`src/rtl/logic_shift_unit.sv`:
```
// Logic/shift unit: bitwise ops and pass-B in one cycle; shifts walk a working register one bit per cycle.
// Latency: 1 cycle for logic ops and zero-distance shifts, k+1 cycles for a shift by k>0.
// Backpressure: single-entry; result held in DONE until ready_i, ready_o only while IDLE.
module logic_shift_unit #(
    parameter int WIDTH = 4
) (
    input  logic             clk_i,
    input  logic             rst_i,
    input  logic             valid_i,
    output logic             ready_o,
    input  logic [2:0]       op_i,
    input  logic [WIDTH-1:0] bus_a_i,
    input  logic [WIDTH-1:0] bus_b_i,
    output logic [WIDTH-1:0] bus_s_o,
    output logic             zero_o,
    output logic             neg_o,
    output logic             valid_o,
    input  logic             ready_i
);

    localparam int SW = $clog2(WIDTH);

    localparam logic [2:0] OP_AND  = 3'b000;
    localparam logic [2:0] OP_OR   = 3'b001;
    localparam logic [2:0] OP_XOR  = 3'b010;
    localparam logic [2:0] OP_NOTA = 3'b011;
    localparam logic [2:0] OP_SLL  = 3'b100;
    localparam logic [2:0] OP_SRL  = 3'b101;
    localparam logic [2:0] OP_SRA  = 3'b110;
    localparam logic [2:0] OP_PASS = 3'b111;

    typedef enum logic [1:0] {
        IDLE  = 2'b00,
        SHIFT = 2'b01,
        DONE  = 2'b10
    } state_t;

    state_t           state_q;
    logic [WIDTH-1:0] work_q;
    logic [SW-1:0]    cnt_q;
    logic [2:0]       op_q;
    logic [WIDTH-1:0] bus_s_q;
    logic             zero_q;
    logic             neg_q;
    logic             valid_q;
    logic             ready_q;

    logic [SW-1:0]    amt;
    logic             is_shift;
    logic [WIDTH-1:0] res_d;
    logic [WIDTH-1:0] shift_d;
    logic             unused_b_hi;

    // Only the low log2(WIDTH) bits of B form the shift distance.
    assign amt         = bus_b_i[SW-1:0];
    assign unused_b_hi = ^bus_b_i[WIDTH-1:SW];
    assign is_shift    = (op_i == OP_SLL) || (op_i == OP_SRL) || (op_i == OP_SRA);

    // Single-cycle result: bitwise ops, pass-B, and shifts by zero (A unchanged).
    always_comb begin
        res_d = '0;
        case (op_i)
            OP_AND:  res_d = bus_a_i & bus_b_i;
            OP_OR:   res_d = bus_a_i | bus_b_i;
            OP_XOR:  res_d = bus_a_i ^ bus_b_i;
            OP_NOTA: res_d = ~bus_a_i;
            OP_PASS: res_d = bus_b_i;
            default: res_d = bus_a_i;
        endcase
    end

    // One-bit step of the working register for the captured shift kind.
    always_comb begin
        shift_d = work_q;
        case (op_q)
            OP_SLL:  shift_d = {work_q[WIDTH-2:0], 1'b0};
            OP_SRL:  shift_d = {1'b0, work_q[WIDTH-1:1]};
            OP_SRA:  shift_d = {work_q[WIDTH-1], work_q[WIDTH-1:1]};
            default: shift_d = work_q;
        endcase
    end

    // Control FSM with registered result, flags and handshake outputs.
    always_ff @(posedge clk_i) begin
        if (rst_i) begin
            state_q <= IDLE;
            work_q  <= '0;
            cnt_q   <= '0;
            op_q    <= OP_AND;
            bus_s_q <= '0;
            zero_q  <= 1'b1;
            neg_q   <= 1'b0;
            valid_q <= 1'b0;
            ready_q <= 1'b1;
        end else begin
            case (state_q)
                IDLE: begin
                    if (valid_i) begin
                        op_q    <= op_i;
                        ready_q <= 1'b0;
                        if (is_shift && (amt != '0)) begin
                            work_q  <= bus_a_i;
                            cnt_q   <= amt;
                            state_q <= SHIFT;
                        end else begin
                            bus_s_q <= res_d;
                            zero_q  <= (res_d == '0);
                            neg_q   <= res_d[WIDTH-1];
                            valid_q <= 1'b1;
                            state_q <= DONE;
                        end
                    end
                end
                SHIFT: begin
                    work_q <= shift_d;
                    cnt_q  <= cnt_q - SW'(1);
                    // Last step: publish the shifted value together with its flags.
                    if (cnt_q == SW'(1)) begin
                        bus_s_q <= shift_d;
                        zero_q  <= (shift_d == '0);
                        neg_q   <= shift_d[WIDTH-1];
                        valid_q <= 1'b1;
                        state_q <= DONE;
                    end
                end
                DONE: begin
                    // ready_o stays low on the consume edge, so no same-cycle turnaround.
                    if (ready_i) begin
                        valid_q <= 1'b0;
                        ready_q <= 1'b1;
                        state_q <= IDLE;
                    end
                end
                default: begin
                    valid_q <= 1'b0;
                    ready_q <= 1'b1;
                    state_q <= IDLE;
                end
            endcase
        end
    end

    assign ready_o = ready_q;
    assign valid_o = valid_q;
    assign bus_s_o = bus_s_q;
    assign zero_o  = zero_q;
    assign neg_o   = neg_q;

endmodule

```
`config.mk`:
```
export PLATFORM = sky130hd
export DESIGN_NAME = logic_shift_unit
export DESIGN_NICKNAME = d
export VERILOG_FILES = /design/src/rtl/logic_shift_unit.sv
export SDC_FILE = /design/constraint.sdc
export NUM_CORES = 1
export LEC_CHECK = 0
export CAP_MARGIN = 20
export CELL_PAD_IN_SITES_DETAIL_PLACEMENT = 2
export CELL_PAD_IN_SITES_GLOBAL_PLACEMENT = 2
export CORE_MARGIN = 5
export CORE_UTILIZATION = 29
export CTS_BUF_LIST = sky130_fd_sc_hd__clkbuf_4
export DETAILED_ROUTE_END_ITERATION = 10
export PLACE_DENSITY_LB_ADDON = 0.1
export REMOVE_ABC_BUFFERS = 1
export SETUP_SLACK_MARGIN = 0.4
export SLEW_MARGIN = 20
export SYNTH_ARGS = -nofsm -noshare
export SYNTH_HDL_FRONTEND = slang
export SYNTH_SLANG_ARGS = --single-unit
```
`constraint.sdc`:
```
create_clock -name clk_i -period 1.8 [get_ports clk_i]
set_input_delay 0.54 -clock clk_i [delete_from_list [all_inputs] [get_ports clk_i]]
set_output_delay 0.54 -clock clk_i [all_outputs]
set_load 0.005 [all_outputs]
```
# [After elaboration in Yosys (flattened, before gate mapping)]
# Cells that the tools add are included.
[totals] ff_bits=19 in_bits=15 output_inout_bits=8 wordCells=81
[classes] n_addsub=1 n_eq_ne=18 n_mux=33 bitwise_logic=5 reduce_logical=15
[op_table] operator="== test 3 bit, second input constant" count=7
[op_table] operator="two-way mux 4 bit" count=5
[op_table] operator="one-hot mux 4 bit (5 select lines)" count=1
[op_table] operator="one-hot mux 4 bit (2 select lines)" count=2
[op_table] operator="two-way mux 1 bit" count=12
[op_table] operator="two-way mux 2 bit" count=6
[op_table] operator="one-hot mux 4 bit (3 select lines)" count=1
[op_table] operator="!= test 2 bit, second input constant" count=5
[op_table] operator="AND reduction 3 bit" count=3
[op_table] operator="logical NOT 4 bit" count=2
[op_table] operator="AND reduction 4 bit" count=2
[op_table] operator="== test 3 x 2 -> 1 bit, second input constant" count=2
[op_table] operator="one-hot mux 1 bit (3 select lines)" count=2
[op_table] operator="one-hot mux 2 bit (3 select lines)" count=1
[op_table] operator="bitwise AND 4 bit" count=1
[op_table] operator="== test 2 x 1 -> 1 bit, second input constant" count=2
[op_table] operator="NOT 4 bit" count=1
[op_table] operator="bitwise OR 4 bit" count=1
[op_table] operator="one-hot mux 1 bit (2 select lines)" count=2
[op_table] operator="one-hot mux 2 bit (2 select lines)" count=1
[op_table] operator="nonzero test 2 bit" count=2
[op_table] operator="XOR 4 bit" count=1
[op_table] operator="== test 3 x 1 -> 1 bit, second input constant" count=1
[op_table] operator="logical NOT 3 bit" count=1
[op_table] operator="7 further kinds" count=8

# [Logic depth before layout (Yosys ltp)]
# Gate-level depths: netlist (run 1).
[logic_depth] word_depth=7 depth_mapped=7 mapped_depth_nobuf=7

# [Worst setup path before layout (run 1)]
# OpenSTA, ideal clock, no wires.
[synth_timing] path_kind="input to register" from="in bus_a_i[1]" to="reg zero_q (netlist: zero_o)" setup_time_ns=0.125 t_arrival_ns=1.699 t_required_ns=1.675 slack_ns=-0.025 stages=7 path_buffers=0 cell_sequence="inv_1 -> ha_1 -> and2b_1 -> a211oi_1 -> a222oi_1 -> nor4_1 -> o41a_1"
[synth_via] elab_chain_len=6 word_cells_on_any_way=9 classes_between="4 x mux; 4 x bitwise; 1 x reduce/logical"
[synth_rtl] element="from (decl)" line_no="12" text="input logic [WIDTH-1:0] bus_a_i,"
[synth_rtl] element="XOR 4 bit, or another cell as far along" line_no="65" text="OP_XOR: res_d = bus_a_i ^ bus_b_i;"
[synth_rtl] element="one-hot mux 4 bit (5 select lines) *" line_no="62" text="case (op_i)"
[synth_rtl] element="logical NOT 4 bit *" line_no="107" text="zero_q <= (res_d == '0);"
[synth_rtl] element="two-way mux 1 bit *" line_no="101" text="if (is_shift && (amt != '0)) begin"
[synth_rtl] element="two-way mux 1 bit *" line_no="98" text="if (valid_i) begin"
[synth_rtl] element="one-hot mux 1 bit (2 select lines) *" line_no="96" text="case (state_q)"
[synth_rtl] element="to (signal assigned)" line_no="107"
[synth_rtl] element="to (signal assigned)" line_no="120" text="zero_q <= (shift_d == '0);"
[synth_rtl] element="to (decl)" line_no="43" text="logic zero_q;"
# Every way passes the cells marked *; elsewhere a longest branch is shown, timed or not. The select of a mux whose other input is x is not followed.
# A chain may end at the register's enable or synchronous reset.

# [Worst setup path in the final report (run 1)]
[layout_timing] from="in bus_b_i[1]" to="reg zero_q (netlist: zero_o)"
[layout_via] elab_chain_len=6 word_cells_on_any_way=12 classes_between="1 x eq/ne; 4 x mux; 3 x bitwise; 4 x reduce/logical"
[layout_rtl] element="from (decl)" line_no="13" text="input logic [WIDTH-1:0] bus_b_i,"
[layout_rtl] element="XOR 4 bit, or another cell as far along" line_no="65"
[layout_rtl] element="one-hot mux 4 bit (5 select lines)" line_no="62"
[layout_rtl] element="logical NOT 4 bit" line_no="107"
[layout_rtl] element="two-way mux 1 bit" line_no="101"
[layout_rtl] element="two-way mux 1 bit" line_no="98"
[layout_rtl] element="one-hot mux 1 bit (2 select lines)" line_no="96"
# Parallel ways exist; a longest one is shown, timed or not. The select of a mux whose other input is x is not followed.

==> flow_metrics.py, run 1 <==
metrics = {
    "status": {
        "status": "finished with violations",
        "violations": "negative setup slack",
    },
    "layout": {
        "final_util_pct": 51.9,
        "final_nets": 270,
        "diodes": 0,
        "nFillCells": 464,
        "drive_above_1_share_pct": 57.6,
        "synthToLayoutAreaGrowth_pct": 74.1,
    },
    "yosys": {
        "ys_types": 49,
        "synthTopCellsByArea": "dfxtp_1 26%, ha_1 8.0%, a211oi_1 4.8%",
        "synth_top_area_share_pct": 25.7,
        "synthFlopType": "dfxtp_1",
        "async_flop_share_pct": 0,
        "syn_area_sq_mm": 0.00140,
        "synth_top_cells_by_count": "18 x dfxtp_1, 18 x nand2_1, 13 x a21oi_1, 13 x inv_1, 11 x nor2_1",
        "yosys.area.top_type": "dfxtp_1",
        "synth_edf_count": 0,
        "synth_cells": 176,
        "synth-warning-count": 0,
        "synth_area_per_cell_sq_um": 7.96,
        "yosysSeqAreaShare_pct": 25.7,
        "yosys_register_bits": 18,
    },
    "routing": {
        "routed_via_density": 5.55,
        "drc": 0,
        "wire_per_inst_microns": 22.7,
        "wirelength_microns": 6790,
        "postRouteAntennaNets": 0,
        "drt_pre_antenna_iters": 5,
        "num_vias": 1660,
        "drt_iter0_markers": 49,
    },
    "placed_design": {
        "hpwlAfterDp_microns": 3900,
        "io_buffers": 22,
        "place_congestion": 0.798,
    },
    "clock_tree": {
        "cts-buffers-inserted": 3,
        "tritoncts": "built",
        "htreeDepth": 1,
        "clk_pin_slew_ns": 0.12,
        "insertion_delay_ns": 0.31,
        "clock_path_buffers": 2,
        "clockRootBuffer": "clkbuf_4",
        "cts.sinks": 18,
    },
    "critical_path": {
        "crit_type": "in2reg",
        "reg2reg_depth": 6,
        "cp-endpoint": "zero_o",
        "reg2reg_to": "zero_o",
        "r2r_slack_ns": 0.18,
        "crit_required_ns": 2.00,
        "end_kind": "register",
        "cp_max_fo": 3,
        "crit_start": "bus_b_i[1]",
        "crit_arrival_ns": 2.00,
        "worst_r2r_startpoint": "state_q[1]",
        "startpoint_type": "input pin",
    },
    "global_routing": {
        "grt_start_max_net_pins": 13,
        "antenna_found_initial": 0,
        "grt_usage_pct": 19.9,
        "grt_pass1_vias": 1798,
        "overflow": 0,
        "grt_pass1_wl_microns": 9600,
    },
    "sta": {
        "setup_viol": 1,
        "whs_ns": 0.481,
        "worst_slew_pin_slew_ns": 0.439,
        "relSlewSlack_pct": 70.8,
        "fmax_mhz": 554,
        "finalHoldViolations": 0,
        "fin_skew_ns": 0.00699,
        "min_period_ns": 1.80,
        "post-route-period-util_pct": 100,
        "rsz0062_at_grt": "yes",
        "finalWorstSetupSlack_ns": -0.00435,
        "slew_violations": 0,
    },
    "pwr": {
        "vdd_drop_max_v": 0.000254,
        "power.density_mw_per_mm2": 548,
        "leakagePower_nw": 0.996,
        "power_mw": 1.34,
    },
    "min_path": {
        "min-delay-start": "bus_s_o[2]",
        "hp-class": "reg2reg",
    },
    "die": {
        "core_area_sq_mm": 0.00469,
        "die_area_sq_mm": 0.00632,
        "ios": 23,
        "die_h_microns": 79.5,
        "rows": 25,
        "start_util_pct": 29.8,
        "die_w_microns": 79.5,
    },
    "job": {
        "maxCapViolCount": 0,
    },
}
registers in the layout, indices dropped and copies added (netlist names):
register  count
zero_o        1
state_q       2
work_q        4
cnt_q         2
op_q          3
bus_s_o       4
ready_o       1
valid_o       1
cell type report:
class	count	area, sq um	share of cell area [%]
clock buffer	3	22.5	0.924
clock inverter	1	3.75	0.154
multi-input combinational	131	1170	48.0
sequential	18	379	15.6
timing repair buffer	79	734	30.1
tap	54	67.6	2.77
inverter	13	58.8	2.41
metrics by stage:
stage                     std cells  setup slack, ns  setup TNS, ns  cell area, sq um
after detailed placement        274           -0.706          -6.47              1880
after floorplan                 162          -0.0246        -0.0246              1310
after global placement          274           -0.622          -5.84              1880
after global routing            299          -0.0566        -0.0566              2440
final                           299         -0.00435       -0.00435              2440
after CTS                       292           0.0629              0              2310
power by group:
part           switching (mW)  internal, mW
combinational           0.298         0.322
sequential             0.0491         0.439
clock                   0.147        0.0811
cells in the final DEF, fill, tap and decap left out, drive strengths merged, types with 2 or more instances in the layout:
master	instances
nor2	12
nand4b	2
inv	13
a211oi	9
clkdlybuf4s50	2
a31oi	2
a21oi	13
nor3	4
and3	2
nand3	2
nand2	19
clkbuf	9
o22ai	2
o211ai	6
nor2b	2
and2b	2
dlygate4sd2	2
o21ai	10
nor4	2
mux2i	6
buf	68
nand2b	6
ha	9
a311oi	2
dfxtp	18
worst min-delay path by stage:
stage | to | slack (ns) | depth (start not counted)
global route | bus_s_o[2] | 0.49 | 2
global placement | bus_s_o[2] | 0.45 | 2
detailed placement | bus_s_o[2] | 0.45 | 2
CTS | bus_s_o[2] | 0.47 | 2
finish | bus_s_o[2] | 0.48 | 2
floorplan | bus_s_o[2] | 0.45 | 2
cell families after synthesis:
| group | Yosys count | share of synthesized area, % |
|---|---|---|
| simple gates | 58 | 21.9 |
| flops | 18 | 25.7 |
| fa+ha+maj | 9 | 8.04 |
| compound gates | 56 | 27.6 |
| mux | 8 | 6.97 |
| buf+inv | 27 | 9.74 |
worst max-delay path, cell delays in order:
cell and delay, ns:
buf_8 0.09, inv_4 0.04, ha_4 0.24, and2b_1 0.14, a211oi_2 0.05, a222oi_1 0.41
nor4_2 0.09, o41a_1 0.39
per-layer routing:
metal | track usage, % | part of all wire (%)
met5 | 0 | 0
met4 | 9.11 | 4.0
met3 | 2.26 | 2.7
met2 | 36.3 | 53
met1 | 22.8 | 40
repair_timing:
action,4_1_cts,5_1_grt
endpoints found under the hold margin,0,0
pin swaps,28,17
buffers inserted,13,7
resized for setup,149,29
hold buffers,0,0
gates cloned,1,0
setup endpoints to repair,22,21
(Power assumes the default switching activity.)
==> run 2, diff against run 1 <==
Settings changed: SETUP_SLACK_MARGIN 0.4 to unset.
==> run 2 against run 1 <==
  * The flow now finishes without violations
  * Cell count is 5.4% lower
  * Flip-flop and latch count unchanged
  * Wire length decreased by 24%
  * Global-route usage is 2.6 points lower
  * Die area stayed put
  * Core utilization decreased by 8.9 points
  * Combinational power decreased by 26%
  * Power shrank 13%
==> flow_metrics.py, run 2 (same netlist as run 1, synthesis figures left out) <==
metrics = {
    "sta": {
        "fmax_mhz": 568,
        "finalWorstSetupSlack_ns": 0.0385,
        "rsz0062_at_grt": "yes",
        "finalHoldViolations": 0,
        "min_period_ns": 1.76,
        "fin_skew_ns": 0.00474,
        "tns_ns": 0,
        "setup_viol": 0,
        "worst_slew_pin_slew_ns": 0.436,
        "slew_violations": 0,
        "post-route-period-util_pct": 97.9,
        "whs_ns": 0.474,
        "relSlewSlack_pct": 70.7,
    },
    "layout": {
        "layout_commonest_cell": "buf_4",
        "stdcell_area_sq_mm": 0.00202,
        "final_util_pct": 43.0,
        "mostFrequentLayoutCells": "37 x buf_4, 18 x nand2_1, 18 x dfxtp_1, 13 x a21oi_1, 11 x clkdlybuf4s50_1",
        "drive_above_1_share_pct": 32.9,
        "nFillCells": 543,
        "fin_cells": 283,
        "final_nets": 253,
        "synthToLayoutAreaGrowth_pct": 44.2,
    },
    "clock_tree": {
        "clockRootBuffer": "clkbuf_4",
        "htreeDepth": 1,
        "cts-buffers-inserted": 3,
        "clock_path_buffers": 2,
        "cts.sinks": 18,
        "tritoncts": "built",
        "insertion_delay_ns": 0.31,
        "clk_pin_slew_ns": 0.12,
    },
    "critical_path": {
        "crit_chain": "buf_4, inv_1, ha_1, and2b_1, a211oi_2, a222oi_1, nor4_2, o41a_1",
        "cp_max_fo": 3,
        "crit_slowest_cell": "a222oi_1",
        "crit_arrival_ns": 1.96,
        "path_delay_family": "compound AO/OA/AOI/OAI gates",
        "crit_required_ns": 2.00,
        "startpoint_type": "input pin",
        "worst_r2r_startpoint": "state_q[1]",
        "crit_type": "in2reg",
        "path_buf_inv": 2,
        "reg2reg_to": "zero_o",
        "end_kind": "register",
        "r2r_slack_ns": 0.10,
        "reg2reg_depth": 6,
        "cp_slowest_stage_delay_ns": 0.38,
    },
    "die": {
        "rows": 25,
        "die_h_microns": 79.5,
        "start_util_pct": 29.8,
        "ios": 23,
        "core_area_sq_mm": 0.00469,
        "die_area_sq_mm": 0.00632,
        "die_w_microns": 79.5,
    },
    "pwr": {
        "vdd_drop_max_v": 0.000206,
        "power_mw": 1.16,
        "leakagePower_nw": 0.848,
        "power.density_mw_per_mm2": 575,
    },
    "routing": {
        "drt_iter0_markers": 56,
        "postRouteAntennaNets": 0,
        "drt_pre_antenna_iters": 4,
        "num_vias": 1513,
        "drc": 0,
        "routed_via_density": 5.35,
        "wirelength_microns": 5140,
        "wire_per_inst_microns": 18.2,
    },
    "status": {
        "status": "finished, final reports clean",
    },
    "placed_design": {
        "dp_cells": 274,
        "hpwlAfterDp_microns": 3900,
        "io_buffers": 22,
        "place_congestion": 0.798,
        "place_ws_ns": -0.706,
        "place_area_sq_mm": 0.00188,
    },
    "global_routing": {
        "grt_pass1_wl_microns": 8470,
        "grt_pass1_vias": 1679,
        "overflow": 0,
        "antenna_found_initial": 1,
        "grt_start_max_net_pins": 13,
        "grt_usage_pct": 17.3,
    },
    "min_path": {
        "min-delay-start": "bus_s_o[2]",
        "hp-class": "reg2reg",
        "min_to": "bus_s_o[2]",
        "whs_path_depth": 2,
    },
    "job": {
        "maxCapViolCount": 0,
    },
}
==> run 2: changes by cell type in the layout (fill, tap and decap cells not counted), moves of 6 or more <==
cell	change
inv_1	+6
dfxtp_2	-9
buf_6	-17
clkdlybuf4s50_1	+9
dfxtp_1	+11
==> run 2: layout make-up <==
class                           instances  area [sq um]  share of cell area, %
Sequential cell                        18           360                   17.8
Clock buffer                            3          22.5                   1.12
Clock inverter                          1          3.75                  0.186
Timing Repair Buffer                   62           526                   26.0
Antenna cell                            1          2.50                  0.124
Tap cell                               54          67.6                   3.35
Inverter                               13          48.8                   2.42
Multi-Input combinational cell        131           988                   48.9
==> run 2: tightest hold or removal path, delay by kind of cell, from the launching register on <==
kind,cells,cell delay (ns)
flops,1,0.33
simple gates,1,0.05
compound gates,1,0.06
==> run 2: power by group <==
part | switching, mW | total, mW | internal, mW | leakage, nW
registers | 0.0443 | 0.480 | 0.436 | 0.148
logic | 0.217 | 0.458 | 0.241 | 0.685
clock network | 0.143 | 0.224 | 0.0810 | 0.0154
total | 0.404 | 1.16 | 0.758 | 0.848
==> run 2: timing repair <==
action | in CTS | in global routing
buffers inserted | 3 | 0
cloned | 1 | 0
hold buffers | 0 | 0
pin swaps | 12 | 8
resized for setup | 50 | 10
setup endpoints to repair | 13 | 4
==> run 2: how the worst max path moves through the flow <==
| stage | from | to | slack [ns] | depth (start not counted) |
|---|---|---|---|---|
| after global routing | bus_b_i[1] | zero_o | -0.03 | 8 |
| final | bus_a_i[1] | zero_o | 0.04 | 8 |
| after floorplan | bus_a_i[1] | zero_o | -0.02 | 7 |
| after detailed placement | bus_a_i[1] | zero_o | -0.71 | 8 |
| after CTS | bus_b_i[2] | bus_s_o[2] | 0.002 | 8 |
| after global placement | bus_a_i[1] | zero_o | -0.62 | 8 |
==> run 2: layer usage <==
| metal | up-vias | GRT usage [%] | wire, microns |
|---|---|---|---|
| met4 | 0 | 6.19 | 72 |
| met2 | 16 | 32.2 | 2680 |
| met5 | - | 0 | 0 |
| met3 | 4 | 1.35 | 90 |
| li1 | 746 | - | - |
| met1 | 747 | 20.4 | 2300 |
